==> src/rtl/tthbif_regif_pkg.sv <==
// Shared definitions for the tthbif UART register interface:
// FSM states, register map, reset values, response codes, command fields.
package tthbif_regif_pkg;

    typedef enum logic [1:0] {
        ST_IDLE      = 2'd0,
        ST_WAIT_DATA = 2'd1,
        ST_RESP      = 2'd2
    } state_e;

    // Register addresses
    localparam logic [3:0] ADDR_RX_TAP = 4'd0;
    localparam logic [3:0] ADDR_TX_TAP = 4'd1;
    localparam logic [3:0] ADDR_CTRL   = 4'd2;
    localparam logic [3:0] ADDR_ID     = 4'd3;

    // Register reset values
    localparam logic [7:0] RST_RX_TAP = 8'h0F;
    localparam logic [7:0] RST_TX_TAP = 8'h0F;
    localparam logic [7:0] RST_CTRL   = 8'h01;

    // Response codes
    localparam logic [7:0] RESP_ACK = 8'h06;
    localparam logic [7:0] RESP_NAK = 8'h15;

    // Command byte fields
    localparam int CMD_WR_BIT  = 7;
    localparam int CMD_RSV_HI  = 6;
    localparam int CMD_RSV_LO  = 4;
    localparam int CMD_ADDR_HI = 3;
    localparam int CMD_ADDR_LO = 0;

    // True when the reserved command bits are all zero
    function automatic logic cmd_rsv_clear(input logic [7:0] cmd);
        return cmd[CMD_RSV_HI:CMD_RSV_LO] == 3'b000;
    endfunction

    function automatic logic [3:0] cmd_addr(input logic [7:0] cmd);
        return cmd[CMD_ADDR_HI:CMD_ADDR_LO];
    endfunction

endpackage

==> src/rtl/tthbif_uart_regif.sv <==
// UART command responder: decodes host read/write commands into a
// 4-entry byte register file driving tthbif tap selects and enable,
// and returns exactly one response byte per completed command.
module tthbif_uart_regif
    import tthbif_regif_pkg::*;
#(
    parameter int         TIMEOUT_CYCLES = 1048576,
    parameter logic [7:0] ID_VALUE       = 8'h48
) (
    input  logic       clk_i,
    input  logic       rst_i,
    input  logic       rx_data_valid_i,
    input  logic [7:0] rx_data_i,
    input  logic       tx_data_ready_i,
    output logic       tx_data_valid_o,
    output logic [7:0] tx_data_o,
    output logic       en_o,
    output logic [1:0] rx_flop_tap_sel_o,
    output logic [1:0] rx_comb_tap_sel_o,
    output logic [1:0] tx_flop_tap_sel_o,
    output logic [1:0] tx_comb_tap_sel_o
);

    localparam int CNT_W = (TIMEOUT_CYCLES > 1) ? $clog2(TIMEOUT_CYCLES) : 1;
    localparam logic [CNT_W-1:0] TO_LAST = CNT_W'(TIMEOUT_CYCLES - 1);

    state_e           state;
    logic [7:0]       reg0;
    logic [7:0]       reg1;
    logic [7:0]       reg2;
    logic [CNT_W-1:0] to_cnt;
    logic [3:0]       wr_addr_q;
    logic             wr_ok_q;
    logic [7:0]       rd_data;
    logic             rd_ok;

    // Read mux on the incoming command byte; data is sampled at decode
    always_comb begin
        rd_data = 8'h00;
        rd_ok   = cmd_rsv_clear(rx_data_i) && (cmd_addr(rx_data_i) <= ADDR_ID);
        case (cmd_addr(rx_data_i))
            ADDR_RX_TAP: rd_data = reg0;
            ADDR_TX_TAP: rd_data = reg1;
            ADDR_CTRL:   rd_data = reg2;
            ADDR_ID:     rd_data = ID_VALUE;
            default:     rd_data = 8'h00;
        endcase
    end

    // Command FSM, timeout counter and register file
    always_ff @(posedge clk_i) begin
        if (rst_i) begin
            state           <= ST_IDLE;
            tx_data_valid_o <= 1'b0;
            tx_data_o       <= 8'h00;
            reg0            <= RST_RX_TAP;
            reg1            <= RST_TX_TAP;
            reg2            <= RST_CTRL;
            to_cnt          <= '0;
            wr_addr_q       <= 4'd0;
            wr_ok_q         <= 1'b0;
        end else begin
            case (state)
                ST_IDLE: begin
                    if (rx_data_valid_i) begin
                        if (rx_data_i[CMD_WR_BIT]) begin
                            // Validity is resolved now so the data phase only needs two bits
                            wr_addr_q <= cmd_addr(rx_data_i);
                            wr_ok_q   <= cmd_rsv_clear(rx_data_i) &&
                                         (cmd_addr(rx_data_i) <= ADDR_CTRL);
                            to_cnt    <= '0;
                            state     <= ST_WAIT_DATA;
                        end else begin
                            tx_data_o       <= rd_ok ? rd_data : RESP_NAK;
                            tx_data_valid_o <= 1'b1;
                            state           <= ST_RESP;
                        end
                    end
                end
                ST_WAIT_DATA: begin
                    // A byte on the last counted cycle still wins over the abort
                    if (rx_data_valid_i) begin
                        if (wr_ok_q) begin
                            case (wr_addr_q)
                                ADDR_RX_TAP: reg0 <= rx_data_i;
                                ADDR_TX_TAP: reg1 <= rx_data_i;
                                default: begin
                                    reg2[6:0] <= rx_data_i[6:0];
                                    if (rx_data_i[7])
                                        reg2[7] <= 1'b0;
                                end
                            endcase
                            tx_data_o <= RESP_ACK;
                        end else begin
                            tx_data_o <= RESP_NAK;
                        end
                        tx_data_valid_o <= 1'b1;
                        state           <= ST_RESP;
                    end else if (to_cnt == TO_LAST) begin
                        state <= ST_IDLE;
                    end else if (to_cnt != '1) begin
                        to_cnt <= to_cnt + 1'b1;
                    end
                end
                ST_RESP: begin
                    if (tx_data_ready_i) begin
                        tx_data_valid_o <= 1'b0;
                        state           <= ST_IDLE;
                    end
                end
                default: begin
                    tx_data_valid_o <= 1'b0;
                    state           <= ST_IDLE;
                end
            endcase
            // Overrun: placed last so a set beats any clear in the same cycle
            if (state == ST_RESP && rx_data_valid_i)
                reg2[7] <= 1'b1;
        end
    end

    assign en_o              = reg2[0];
    assign rx_flop_tap_sel_o = reg0[1:0];
    assign rx_comb_tap_sel_o = reg0[3:2];
    assign tx_flop_tap_sel_o = reg1[1:0];
    assign tx_comb_tap_sel_o = reg1[3:2];

endmodule

==> config.mk <==
export PLATFORM = sky130hd
export DESIGN_NAME = tthbif_uart_regif
export DESIGN_NICKNAME = d
export VERILOG_FILES = /design/src/rtl/tthbif_regif_pkg.sv /design/src/rtl/tthbif_uart_regif.sv
export SDC_FILE = /design/constraint.sdc
export NUM_CORES = 1
export LEC_CHECK = 0
export BUFFER_PORTS_ARGS = -buffer_cell sky130_fd_sc_hd__buf_4
export CAP_MARGIN = 20
export CORE_ASPECT_RATIO = 1.1
export CORE_UTILIZATION = 53
export DETAILED_ROUTE_END_ITERATION = 10
export GPL_TIMING_DRIVEN = 0
export PLACE_DENSITY = 0.75
export RECOVER_POWER = 50
export SLEW_MARGIN = 15
export SYNTH_ARGS = -nofsm -noshare
export SYNTH_HDL_FRONTEND = slang
export SYNTH_SLANG_ARGS = --single-unit
==> constraint.sdc <==
create_clock -name clk_i -period 1.8 [get_ports clk_i]
set_clock_uncertainty 0.15 [all_clocks]
set_input_delay 0 -clock clk_i [delete_from_list [all_inputs] [get_ports clk_i]]
set_output_delay 0 -clock clk_i [all_outputs]
set_load 0.03 [all_outputs]
# Word level (Yosys, flattened, before mapping)
# Cells that the tools add are included.
# classes
add_sub_neg,1
div,0
mul,0
bitwise,1
n_lt_le_gt_ge,2
eq_ne,18
n_shift,0
muxes,30
reduce_logical,22
# ops
operator,count
two-way mux 20 bit,5
two-way mux 8 bit,8
case mux 20 bit (2 select lines),1
case mux 8 bit (4 select lines),1
adder 20 x 1 -> 20 bit (second input constant),1
equality test 20 bit (second input constant),1
!= test 20 bit (second input constant),1
AND reduction 4 bit,5
!= test 2 bit (second input constant),8
case mux 8 bit (2 select lines),1
two-way mux 2 bit,5
nonzero test 2 bit,5
equality test 4 x 1 -> 1 bit (second input constant),2
equality test 4 x 2 -> 1 bit (second input constant),2
less-or-equal comparator 4 x 2 -> 1 bit (second input constant),2
logical NOT 4 bit,2
two-way mux 1 bit,6
case mux 2 bit (3 select lines),1
AND reduction 3 bit,2
AND reduction 6 bit,1
two-way mux 5 bit,1
AND reduction 5 bit,1
logical AND 1 bit,3
logical NOT 3 bit,1
8 further kinds,8
# totals
out_inout_bits,18
regBits,60
latchBits,0
memories,0
elab_cells,84
mem_bits_ro,0
ram_bits,0

# Logic depth before layout (Yosys ltp)
# Gate-level depths: netlist (run 1).
# logic_depth
depth_word,7
depth_mapped,7

# Worst setup path after synthesis (run 1)
# OpenSTA, ideal clock, no wires.
# synth_timing
path_kind,flip-flop to flip-flop
startpoint,register to_cnt[0]
endpoint,register to_cnt[10]
arrival_time_ps,1588
required_time_ps,1525
slack_ps,-63
setup_ps,125
stages_incl_launch_ff,8
path_cell_list,dfxtp_1 > ha_1 > nand3_1 > or4_4 > nor2_8 > or3_4 > buf_6 > o31ai_1
# synth_via
elab_chain_len,5
# synth_rtl
element,line_no,source
"start, declared",tthbif_uart_regif.sv:31,logic [CNT_W-1:0] to_cnt;
"start signal, assigned",tthbif_uart_regif.sv:102,to_cnt <= to_cnt + 1'b1;
adder 20 x 1 -> 20 bit,tthbif_uart_regif.sv:102,
two-way mux 20 bit,tthbif_uart_regif.sv:101,end else if (to_cnt != '1) begin
two-way mux 20 bit,tthbif_uart_regif.sv:99,end else if (to_cnt == TO_LAST) begin
two-way mux 20 bit,tthbif_uart_regif.sv:82,if (rx_data_valid_i) begin
case mux 20 bit (2 select lines),tthbif_uart_regif.sv:63,case (state)
# Parallel ways exist; a longest one is shown, timed or not. The select of a mux whose other input is x is not followed.
# A chain may end at the register's enable or synchronous reset.

# Worst setup path after layout (run 1)
# layout_timing
startpoint,register to_cnt[8]
endpoint,register to_cnt[4]
# layout_via
elab_chain_len,3
# layout_rtl
element,line_no
!= test 20 bit or equality test 20 bit (tied branches),"tthbif_uart_regif.sv:101, tthbif_uart_regif.sv:99"
!= test 2 bit (no line),n/a
AND reduction 6 bit (no line) (*),n/a
# Mark *: on every way between the ends. The rest lies on a longest branch, timed or not.

==> run summary, run 1 <==
failing checks -> hold timing, setup timing
vias in the first global route -> 2735
Final period util -> 107.4%
number of flops mapped to enable cells by yosys -> 0
post-detailed-route via-to-cell ratio -> 5.986
simple-gate share of the synthesized area -> 23.61%
largest driver fanout on the critical path -> 7
TritonCTS sink count -> 60
CP Launch Point -> to_cnt[8]$_SDFFE_PP0P_
Hold Crit Class -> in2reg
setup slack of the worst register-to-register path -> -130 ps
final-report hold violation count -> 1
Synth Area in Compound Gates -> 23.52%
post-detailed-route DRC marker count -> 0
clock root buffer -> sky130_fd_sc_hd__clkbuf_8
placed wire-length estimate after detailed placement -> 5.253 mm
portion of total power attributed to the clock network -> 41.8%
count of pins on the block boundary -> 30
minimum clock period after layout -> 1934 ps
kind of start point of the critical path -> flip-flop
DIE WIDTH -> 74.62 um
Worst slew margin -> 59.41%
post-synthesis async set-or-reset flop share -> 0%
number of instances in the synthesized netlist -> 343
worst slew pin tran -> 608.8 ps
number of nets in the layout -> 431
Required @ worst endpoint -> 1900 ps
proportion of synthesized chip area in sequential cells -> 39.07%
Fill cells -> 426
vias after detailed routing -> 2975
worst reg2reg path depth -> 5
clk buf depth -> 2
worst flop-to-flop path startpoint -> to_cnt[8]$_SDFFE_PP0P_
result of the run -> finished, violations left
total grt overflow -> 0
maximum clock rate -> 517.1 MHz
leading register cell type out of synthesis -> sky130_fd_sc_hd__dfxtp_1
initial antenna violation count -> 0
starting density of the core -> 55.89%
die area -> 6109 um2
layout cell share with drive strength beyond 1 -> 30.09%
final setup violation count -> 23
most area-hungry cell type in the Yosys netlist -> sky130_fd_sc_hd__dfxtp_1
largest net degree at the start of global routing -> 11
clock latency of the later-clocked register in the worst-skew pair -> 350 ps
final worst hold slack -> -1.925 ps
fraction of power spent switching nets -> 26.45%
standby leakage power -> 1.483 nW
Post-Syn Area -> 3074 um2
height of the die -> 81.88 um
max-cap violation count -> 0
TritonCTS clock tree -> done
Power Internal -> 0.002087 W
largest family of logic cells by synthesized area -> simple AND/OR/NAND/NOR gates
cell types occupying the most area after synthesis -> sky130_fd_sc_hd__dfxtp_1, sky130_fd_sc_hd__mux2i_1, sky130_fd_sc_hd__a21oi_1
unique cell type count in the Yosys netlist -> 64
wire length of the first global-routing pass -> 13.09 mm
gr usage total -> 29.00%
xor and xnor fraction of the mapped netlist area -> 0%
critical path start-end classification -> reg2reg
number of synthesized register bits -> 60
# rows -> 28
Yosys warning count -> 0
Max VDD drop -> 0.0005837 V
IO buf count -> 28
DRT antenna net count -> 0
total wire length after detailed routing -> 8.701 mm
placement-stage worst setup slack -> -286.3 ps
type of element capturing the critical path -> flip-flop
DR iter-0 viols -> 346
destination of the worst register-to-register timing path -> to_cnt[4]$_SDFFE_PP0P_
power density over the cells -> 703.2 nW/um2
area added between synthesis and finish -> 31.26%
CTS Buf Count -> 9
final slew viol count -> 0
CTS clk-pin slew, worst paths -> 70 ps
Post-Synth Adder-Cell Area -> 0.4070%
sw power -> 0.0007504 W
per-cell routed wire length -> 17.51 um
standard cell core area -> 5500 um2
post-synth top area share -> 39.07%
post-route setup slack -> -134.0 ps
number of iterations in the first detailed-routing pass -> 5
worst hold stages -> 5
data arrival time of the critical path -> 2030 ps
RSZ-0062 raised after global routing -> true
count of inserted antenna diode cells -> 0
Avg Cell Area, Syn -> 8.963 um2
share of cell area taken by muxes after synthesis -> 7.489%
Post-Syn Nets -> 356
placer congestion estimate -> 0.8659
termination of the worst setup path -> to_cnt[4]$_SDFFE_PP0P_
Gate power share -> 10.7%
relative contribution of sequential cells to total power -> 47.5%
depth of the CTS H-tree -> 3
## layout by cell type, fill, tap and decap left out, types with 6 or more instances in the layout
cell type / n
sky130_fd_sc_hd__dfxtp_1: 47
sky130_fd_sc_hd__buf_4: 40
sky130_fd_sc_hd__nand2_1: 31
sky130_fd_sc_hd__nor2_1: 29
sky130_fd_sc_hd__clkbuf_1: 27
sky130_fd_sc_hd__mux2i_1: 23
sky130_fd_sc_hd__a21oi_1: 22
sky130_fd_sc_hd__o21ai_0: 18
sky130_fd_sc_hd__clkbuf_8: 13
sky130_fd_sc_hd__buf_6: 10
sky130_fd_sc_hd__dlygate4sd3_1: 10
sky130_fd_sc_hd__dfxtp_4: 9
sky130_fd_sc_hd__a211o_1: 8
sky130_fd_sc_hd__nand3_1: 7
sky130_fd_sc_hd__nand2b_1: 6
sky130_fd_sc_hd__a21oi_2: 6
## synth_stat cells, types with 5 or more instances
master,number
sky130_fd_sc_hd__dfxtp_1,60
sky130_fd_sc_hd__nand2_1,32
sky130_fd_sc_hd__nor2_1,31
sky130_fd_sc_hd__a21oi_1,28
sky130_fd_sc_hd__mux2i_1,23
sky130_fd_sc_hd__o21ai_0,20
sky130_fd_sc_hd__buf_4,10
sky130_fd_sc_hd__clkbuf_1,10
sky130_fd_sc_hd__nand3_1,9
sky130_fd_sc_hd__a211o_1,8
sky130_fd_sc_hd__o31ai_1,8
sky130_fd_sc_hd__a211oi_1,7
sky130_fd_sc_hd__nand2b_1,6
sky130_fd_sc_hd__and2_1,5
sky130_fd_sc_hd__and3_1,5
sky130_fd_sc_hd__nor2b_1,5
sky130_fd_sc_hd__o211ai_1,5
## timing repair
action / CTS / global route
resized for setup: 33 / 35
setup endpoints to repair: 45 / 37
setup buffers: 18 / 10
pin swaps: 23 / 25
endpoints found under the hold margin: 42 / 0
hold buffers: 10 / 0
## power groups by stage
| stage | Combinational, W | Sequential, W | Clock, W |
|---|---|---|---|
| 4_1_cts | 0.000297 | 0.00136 | 0.00119 |
| 2_1_floorplan | 0.000146 | 0.00140 | 0 |
| 3_5_place_dp | 0.000258 | 0.00139 | 0 |
| 6_report | 0.000305 | 0.00135 | 0.00119 |
| 3_3_place_gp | 0.000256 | 0.00139 | 0 |
| 5_1_grt | 0.000327 | 0.00135 | 0.00124 |
## sequential cells by signal (all words and copies together) (netlist names)
name             cells
to_cnt              20
reg0                 8
reg1                 8
reg2                 8
tx_data_o            8
wr_addr_q            4
state                2
tx_data_valid_o      1
wr_ok_q              1
## area by class of cell
type / count / area, um2 / area share [%]
multi-input cells: 252 / 1863 / 46.17
flip-flops and latches: 60 / 1240 / 30.73
repair buffers: 66 / 476.7 / 11.81
clock buffers: 14 / 182.7 / 4.527
plain buffers: 25 / 158.9 / 3.938
well taps: 75 / 93.84 / 2.326
inverters: 4 / 15.01 / 0.3721
clock inverters: 1 / 5.005 / 0.1240
## metrics by stage
step	total power (W)	area (um2)	setup TNS, ps	instances	utilization, %
6_report	0.002838	4035	-1733	497	73.36
5_1_grt	0.002918	4035	-3580	497	73.36
4_1_cts	0.002843	3921	-1609	487	71.29
3_5_place_dp	0.001647	3397	-6213	446	61.76
3_3_place_gp	0.001644	3397	-5135	446	61.76
2_1_floorplan	0.001550	3093	0	343	-
## worst min path at each step
stage	slack, ps	to	startpoint
detailed placement	120	reg1[4]$_SDFFE_PP0P_	rx_data_i[4]
floorplan	-30	reg0[2]$_SDFFE_PP1P_	rx_data_i[2]
global placement	110	reg1[5]$_SDFFE_PP0P_	rx_data_i[5]
finish	-2	wr_ok_q$_SDFFE_PP0P_	rx_data_i[5]
CTS	10	tx_data_o[3]$_SDFFE_PP0P_	rx_data_i[5]
global route	40	tx_data_o[4]$_SDFFE_PP0P_	rx_data_i[3]
## critical path, stage by stage (launching register included)
cell,delay (ps)
sky130_fd_sc_hd__dfxtp_4,390
sky130_fd_sc_hd__nand3_2,150
sky130_fd_sc_hd__or4_4,640
sky130_fd_sc_hd__o21ai_4,270
sky130_fd_sc_hd__o211ai_1,140
sky130_fd_sc_hd__o31ai_1,100
## per-layer routing
metal	global-route usage, %	vias to the layer above	part of all wire [%]
met1	32.20	1410	41
li1	-	1418	-
met4	18.68	0	5.3
met2	49.10	104	50
met5	0	-	0
met3	6.994	43	4.0
## cells by family after synthesis
group / count (synthesis)
AND/OR/NAND/NOR: 124
AO/OA/AOI/OAI: 104
flip-flops: 60
buffers and inverters: 31
multiplexers: 23
adder cells (fa/ha/maj): 1
Power figures use the tool's default switching activity.
==> inputs of run 2 (changes only) <==
--- a/config.mk
+++ b/config.mk
@@ -8,10 +8,11 @@
 export BUFFER_PORTS_ARGS = -buffer_cell sky130_fd_sc_hd__buf_4
 export CAP_MARGIN = 20
 export CORE_ASPECT_RATIO = 1.1
-export CORE_UTILIZATION = 53
+export CORE_UTILIZATION = 35
+export CTS_CLUSTER_SIZE = 20
 export DETAILED_ROUTE_END_ITERATION = 10
 export GPL_TIMING_DRIVEN = 0
-export PLACE_DENSITY = 0.75
+export HOLD_SLACK_MARGIN = 0.1
 export RECOVER_POWER = 50
 export SLEW_MARGIN = 15
 export SYNTH_ARGS = -nofsm -noshare
==> run 2 against run 1 <==
The run still ends with hold timing, setup timing left; register-to-register slack got worse by 20 ps; setup slack got worse by 19 ps; sequential share of layout area down 0.44 points; cell count increased by 6.2%; via count down 3.0%; critical path depth is 2 higher; critical endpoint is now to_cnt[11]$_SDFFE_PP0P_.
==> run summary, run 2 (synthesized netlist as in run 1, its figures left out) <==
Worst slew margin -> 56.04%
vias after detailed routing -> 2885
worst reg2reg path depth -> 7
final slew viol count -> 0
kind of start point of the critical path -> flip-flop
area taken by flip-flops and latches -> 1237 um2
area of the multi-input gates -> 1897 um2
commonest non-fill, non-tap cell in the layout -> sky130_fd_sc_hd__dfxtp_1
die area -> 9163 um2
placed wire-length estimate after detailed placement -> 5.754 mm
number of iterations in the first detailed-routing pass -> 4
Total Neg Setup Slack -> -2081 ps
result of the run -> finished, violations left
total wire length after detailed routing -> 8.777 mm
largest driver fanout on the critical path -> 7
standby leakage power -> 1.454 nW
Required @ worst endpoint -> 1940 ps
CTS clk-pin slew, worst paths -> 80 ps
post-detailed-route DRC marker count -> 0
Final period util -> 108.5%
number of nets in the layout -> 425
initial antenna violation count -> 0
TritonCTS clock tree -> done
final non-filler cell area -> 4085 um2
Max VDD drop -> 0.0004323 V
data arrival time of the critical path -> 2090 ps
power density over the cells -> 710.4 nW/um2
type of element capturing the critical path -> flip-flop
post-detailed-placement cell area -> 3442 um2
max-cap violation count -> 0
DR iter-0 viols -> 119
most used cells in the layout excluding fill and tap cells -> sky130_fd_sc_hd__dfxtp_1, sky130_fd_sc_hd__buf_4, sky130_fd_sc_hd__nand2_1, sky130_fd_sc_hd__nor2_1, sky130_fd_sc_hd__clkbuf_1
standard cell core area -> 8452 um2
DRT antenna net count -> 0
Fill cells -> 821
count of pins on the block boundary -> 30
worst flop-to-flop path startpoint -> to_cnt[3]$_SDFFE_PP0P_
Largest register FFs -> 20
RSZ-0062 raised after global routing -> true
clk buf depth -> 2
wire length of the first global-routing pass -> 13.84 mm
minimum clock period after layout -> 1953 ps
critical path start-end classification -> reg2reg
starting density of the core -> 36.37%
TritonCTS sink count -> 60
height of the die -> 100.3 um
setup slack of the worst register-to-register path -> -150 ps
area added between synthesis and finish -> 32.89%
maximum clock rate -> 511.9 MHz
count of inserted antenna diode cells -> 0
clock root buffer -> sky130_fd_sc_hd__clkbuf_8
destination of the worst register-to-register timing path -> to_cnt[11]$_SDFFE_PP0P_
gr usage total -> 19.26%
post-detailed-route via-to-cell ratio -> 5.464
clock latency of the later-clocked register in the worst-skew pair -> 340 ps
IO buf count -> 28
worst hold stages -> 2
end of the worst hold path -> reg0[3]$_SDFFE_PP1P_
layout cell share with drive strength beyond 1 -> 31.41%
worst slew pin tran -> 659.4 ps
depth of the CTS H-tree -> 3
failing checks -> hold timing, setup timing
final-report hold violation count -> 5
DIE WIDTH -> 91.36 um
CTS Buf Count -> 9
Hold Crit Class -> in2reg
largest net degree at the start of global routing -> 13
register bank with the most flops -> to_cnt
final setup violation count -> 30
per-cell routed wire length -> 16.62 um
placer congestion estimate -> 0.8058
startpoint of the worst hold path -> rx_data_i[3]
# rows -> 35
total grt overflow -> 0
vias in the first global route -> 2817
final worst hold slack -> -198.0 ps
post-route setup slack -> -153.3 ps
## run 2: changes by cell type in the layout (fill, tap and decap cells not counted), sizes merged
cell	previous run	this run
clkinv	1	2
clkbuf	41	38
clkinvlp	0	3
buf	54	47
inv	4	5
bufinv	0	1
dlygate4sd3	10	9
## run 2: critical path, cell delays in order, from the launching register on
cell                       delay [ps]
sky130_fd_sc_hd__dfxtp_4          380
sky130_fd_sc_hd__nand4_4          150
sky130_fd_sc_hd__buf_4            180
sky130_fd_sc_hd__nor4_4           300
sky130_fd_sc_hd__buf_6            200
sky130_fd_sc_hd__a211oi_2          70
sky130_fd_sc_hd__o31ai_1          260
sky130_fd_sc_hd__a22o_1           190
## run 2: worst max-delay path by stage
stage / start / end / slack, ps
global placement: wr_addr_q[3]$_SDFFE_PP0P_ / reg0[2]$_SDFFE_PP1P_ / -340
floorplan: to_cnt[5]$_SDFFE_PP0P_ / to_cnt[10]$_SDFFE_PP0P_ / 0.3
global route: to_cnt[0]$_SDFFE_PP0P_ / to_cnt[11]$_SDFFE_PP0P_ / -220
detailed placement: wr_addr_q[3]$_SDFFE_PP0P_ / reg0[3]$_SDFFE_PP1P_ / -370
finish: to_cnt[3]$_SDFFE_PP0P_ / to_cnt[11]$_SDFFE_PP0P_ / -150
CTS: to_cnt[0]$_SDFFE_PP0P_ / to_cnt[1]$_SDFFE_PP0P_ / -170
## run 2: timing repair
action / in CTS / in global routing
endpoints found under the hold margin: 47 / 16
endpoints found under the setup margin: 46 / 46
pin swaps: 25 / 29
buffers inserted: 14 / 10
resized for setup: 32 / 42
hold buffers: 9 / 3
## run 2: routing by layer
layer / global-route usage [%] / up-vias / part of all wire (%)
li1: - / 1402 / -
met1: 22.38 / 1397 / 43
met2: 34.15 / 67 / 50
met3: 4.167 / 19 / 3.9
met4: 8.425 / 0 / 2.9
met5: 0 / - / 0
## run 2: through the flow
step | setup slack [ps] | hold slack (ps) | util [%] | cells | total power, W
floorplan | 0.3081 | -32.14 | - | 343 | 0.001550
global placement | -338.7 | 118.4 | 40.73 | 482 | 0.001653
detailed placement | -368.3 | 126.3 | 40.73 | 482 | 0.001655
CTS | -165.7 | -216.3 | 46.84 | 519 | 0.002916
global route | -223.7 | -202.4 | 48.33 | 528 | 0.003012
finish | -153.3 | -198.0 | 48.33 | 528 | 0.002902
## run 2: report_power, final
part | switching, W | internal (W) | leakage [nW]
registers | 0.0000136 | 0.00134 | 0.495
clock network | 0.000596 | 0.000643 | 0.0918
logic | 0.000201 | 0.000113 | 0.867
total | 0.000810 | 0.00209 | 1.45
## run 2: cell type report
type / count / area share (%)
clock buffers: 9 / 3.032
inverters: 4 / 0.3675
flip-flops and latches: 60 / 30.29
clock inverters: 7 / 1.838
well taps: 111 / 3.400
multi-input cells: 252 / 46.43
repair buffers: 60 / 10.60
plain buffers: 25 / 4.043
==> inputs of run 3 (changes only) <==
--- a/config.mk
+++ b/config.mk
@@ -14,6 +14,7 @@
 export GPL_TIMING_DRIVEN = 0
 export HOLD_SLACK_MARGIN = 0.1
 export RECOVER_POWER = 50
+export SKIP_CTS_REPAIR_TIMING = 1
 export SLEW_MARGIN = 15
 export SYNTH_ARGS = -nofsm -noshare
 export SYNTH_HDL_FRONTEND = slang
==> run 3 against run 2 <==
The run ends with setup timing left; combinational power barely moved; clock power barely moved; sequential power barely moved; largest cell class unchanged.
==> run summary, run 3 (synthesized netlist as in run 1, its figures left out) <==
final instance count without filler cells -> 524
vias after detailed routing -> 2856
CTS Buf Count -> 9
placed wire-length estimate after detailed placement -> 5.754 mm
post-detailed-route DRC marker count -> 0
height of the die -> 100.3 um
post-route total power -> 0.002906 W
maximum clock rate -> 509.9 MHz
number of nets in the layout -> 421
total wire length after detailed routing -> 8.405 mm
DIE WIDTH -> 91.36 um
CTS clk-pin slew, worst paths -> 80 ps
starting density of the core -> 36.37%
die area -> 9163 um2
final slew viol count -> 0
TritonCTS clock tree -> done
gr usage total -> 18.55%
cell total after placement -> 482
clk buf depth -> 2
startpoint of the worst hold path -> rx_data_i[1]
standard cell core area -> 8452 um2
DR iter-0 viols -> 139
per-cell routed wire length -> 16.04 um
area added between synthesis and finish -> 29.91%
largest net degree at the start of global routing -> 13
count of pins on the block boundary -> 30
total grt overflow -> 0
final-report hold violation count -> 0
clock root buffer -> sky130_fd_sc_hd__clkbuf_8
Hold Crit Class -> in2reg
critical path cell sequence -> ha_4, nand3_4, or4_4, o21ai_4, o22a_1, nor2_1
Fill cells -> 826
data arrival time of the critical path -> 2010 ps
critical path start-end classification -> reg2reg
DRT antenna net count -> 0
number of iterations in the first detailed-routing pass -> 4
commonest non-fill, non-tap cell in the layout -> sky130_fd_sc_hd__dfxtp_1
Max VDD drop -> 0.0004378 V
Final period util -> 108.9%
failing checks -> setup timing
vias in the first global route -> 2674
max-cap violation count -> 0
kind of start point of the critical path -> flip-flop
post-route setup slack -> -161.0 ps
clock latency of the later-clocked register in the worst-skew pair -> 340 ps
count of inserted antenna diode cells -> 0
depth of the CTS H-tree -> 3
post-detailed-route via-to-cell ratio -> 5.450
cell type of the slowest stage on the worst timing path -> sky130_fd_sc_hd__or4_4
minimum clock period after layout -> 1961 ps
most used cells in the layout excluding fill and tap cells -> sky130_fd_sc_hd__dfxtp_1, sky130_fd_sc_hd__buf_4, sky130_fd_sc_hd__nand2_1, sky130_fd_sc_hd__nor2_1, sky130_fd_sc_hd__clkbuf_1
final setup violation count -> 32
worst slew pin tran -> 615.3 ps
IO buf count -> 28
result of the run -> finished, violations left
standby leakage power -> 1.431 nW
RSZ-0062 raised after global routing -> true
placer congestion estimate -> 0.8058
Worst slew margin -> 58.98%
wire length of the first global-routing pass -> 13.30 mm
register bank with the most flops -> to_cnt
initial antenna violation count -> 0
worst flop-to-flop path startpoint -> to_cnt[0]$_SDFFE_PP0P_
largest driver fanout on the critical path -> 7
Required @ worst endpoint -> 1850 ps
# rows -> 35
power density over the cells -> 727.6 nW/um2
CP Launch Point -> to_cnt[0]$_SDFFE_PP0P_
delay of the slowest cell on the worst path -> 590 ps
layout cell share with drive strength beyond 1 -> 28.09%
Largest register FFs -> 20
type of element capturing the critical path -> flip-flop
TritonCTS sink count -> 60
==> run 3: worst paths after layout <==
| kind | end | slack, ps | cells past startpoint |
|---|---|---|---|
| min | reg2[1]$_SDFFE_PP0P_ | 180 | 4 |
| min reg2reg | tx_data_o[6]$_SDFFE_PP0P_ | 310 | 2 |
| max | to_cnt[1]$_SDFFE_PP0P_ | -160 | 6 |
| max reg2reg | to_cnt[1]$_SDFFE_PP0P_ | -160 | 6 |
==> run 3: final cells by class <==
class | count | area (um2) | area share [%]
Multi-Input combinational cell | 252 | 1844 | 46.18
Sequential cell | 60 | 1225 | 30.67
Timing Repair Buffer | 56 | 407.9 | 10.21
Buffer | 25 | 163.9 | 4.104
Tap cell | 111 | 138.9 | 3.477
Clock buffer | 9 | 123.9 | 3.102
Clock inverter | 7 | 75.07 | 1.880
Inverter | 4 | 15.01 | 0.3759
==> run 3: where the power goes <==
part           leakage [nW]  internal (W)  switching [W]
clock network        0.0918      0.000643       0.000596
registers             0.494       0.00134      0.0000136
logic                 0.845      0.000117       0.000194
total                  1.43       0.00210       0.000804
==> run 3: worst max-delay path: cells and delay by family (launching register included) <==
family                   cells  cell delay [ps]
AND/OR/NAND/NOR              3              720
AO/OA/AOI/OAI                2              430
flip-flops                   1              370
adder cells (fa/ha/maj)      1              140
==> run 3: layer usage <==
layer  routed length, um  track usage, %  vias up  share of wire [%]
li1                    -               -     1394                  -
met1                3771           22.07     1379                 45
met2                4136           32.69       66                 49
met3                 312           4.091       17                3.7
met4                 184           7.082        0                2.2
met5                   0               0        -                  0
==> run 3: per-stage QoR <==
step	hold WS, ps	setup slack (ps)	area, um2	util, %	setup TNS (ps)
global route	246.0	-255.1	3994	47.25	-5677
CTS	-230.8	-396.2	3641	43.08	-9229
detailed placement	126.3	-368.3	3442	40.73	-8108
floorplan	-32.14	0.3081	3093	-	0
finish	183.2	-161.0	3994	47.25	-2149
global placement	118.4	-338.7	3442	40.73	-7019
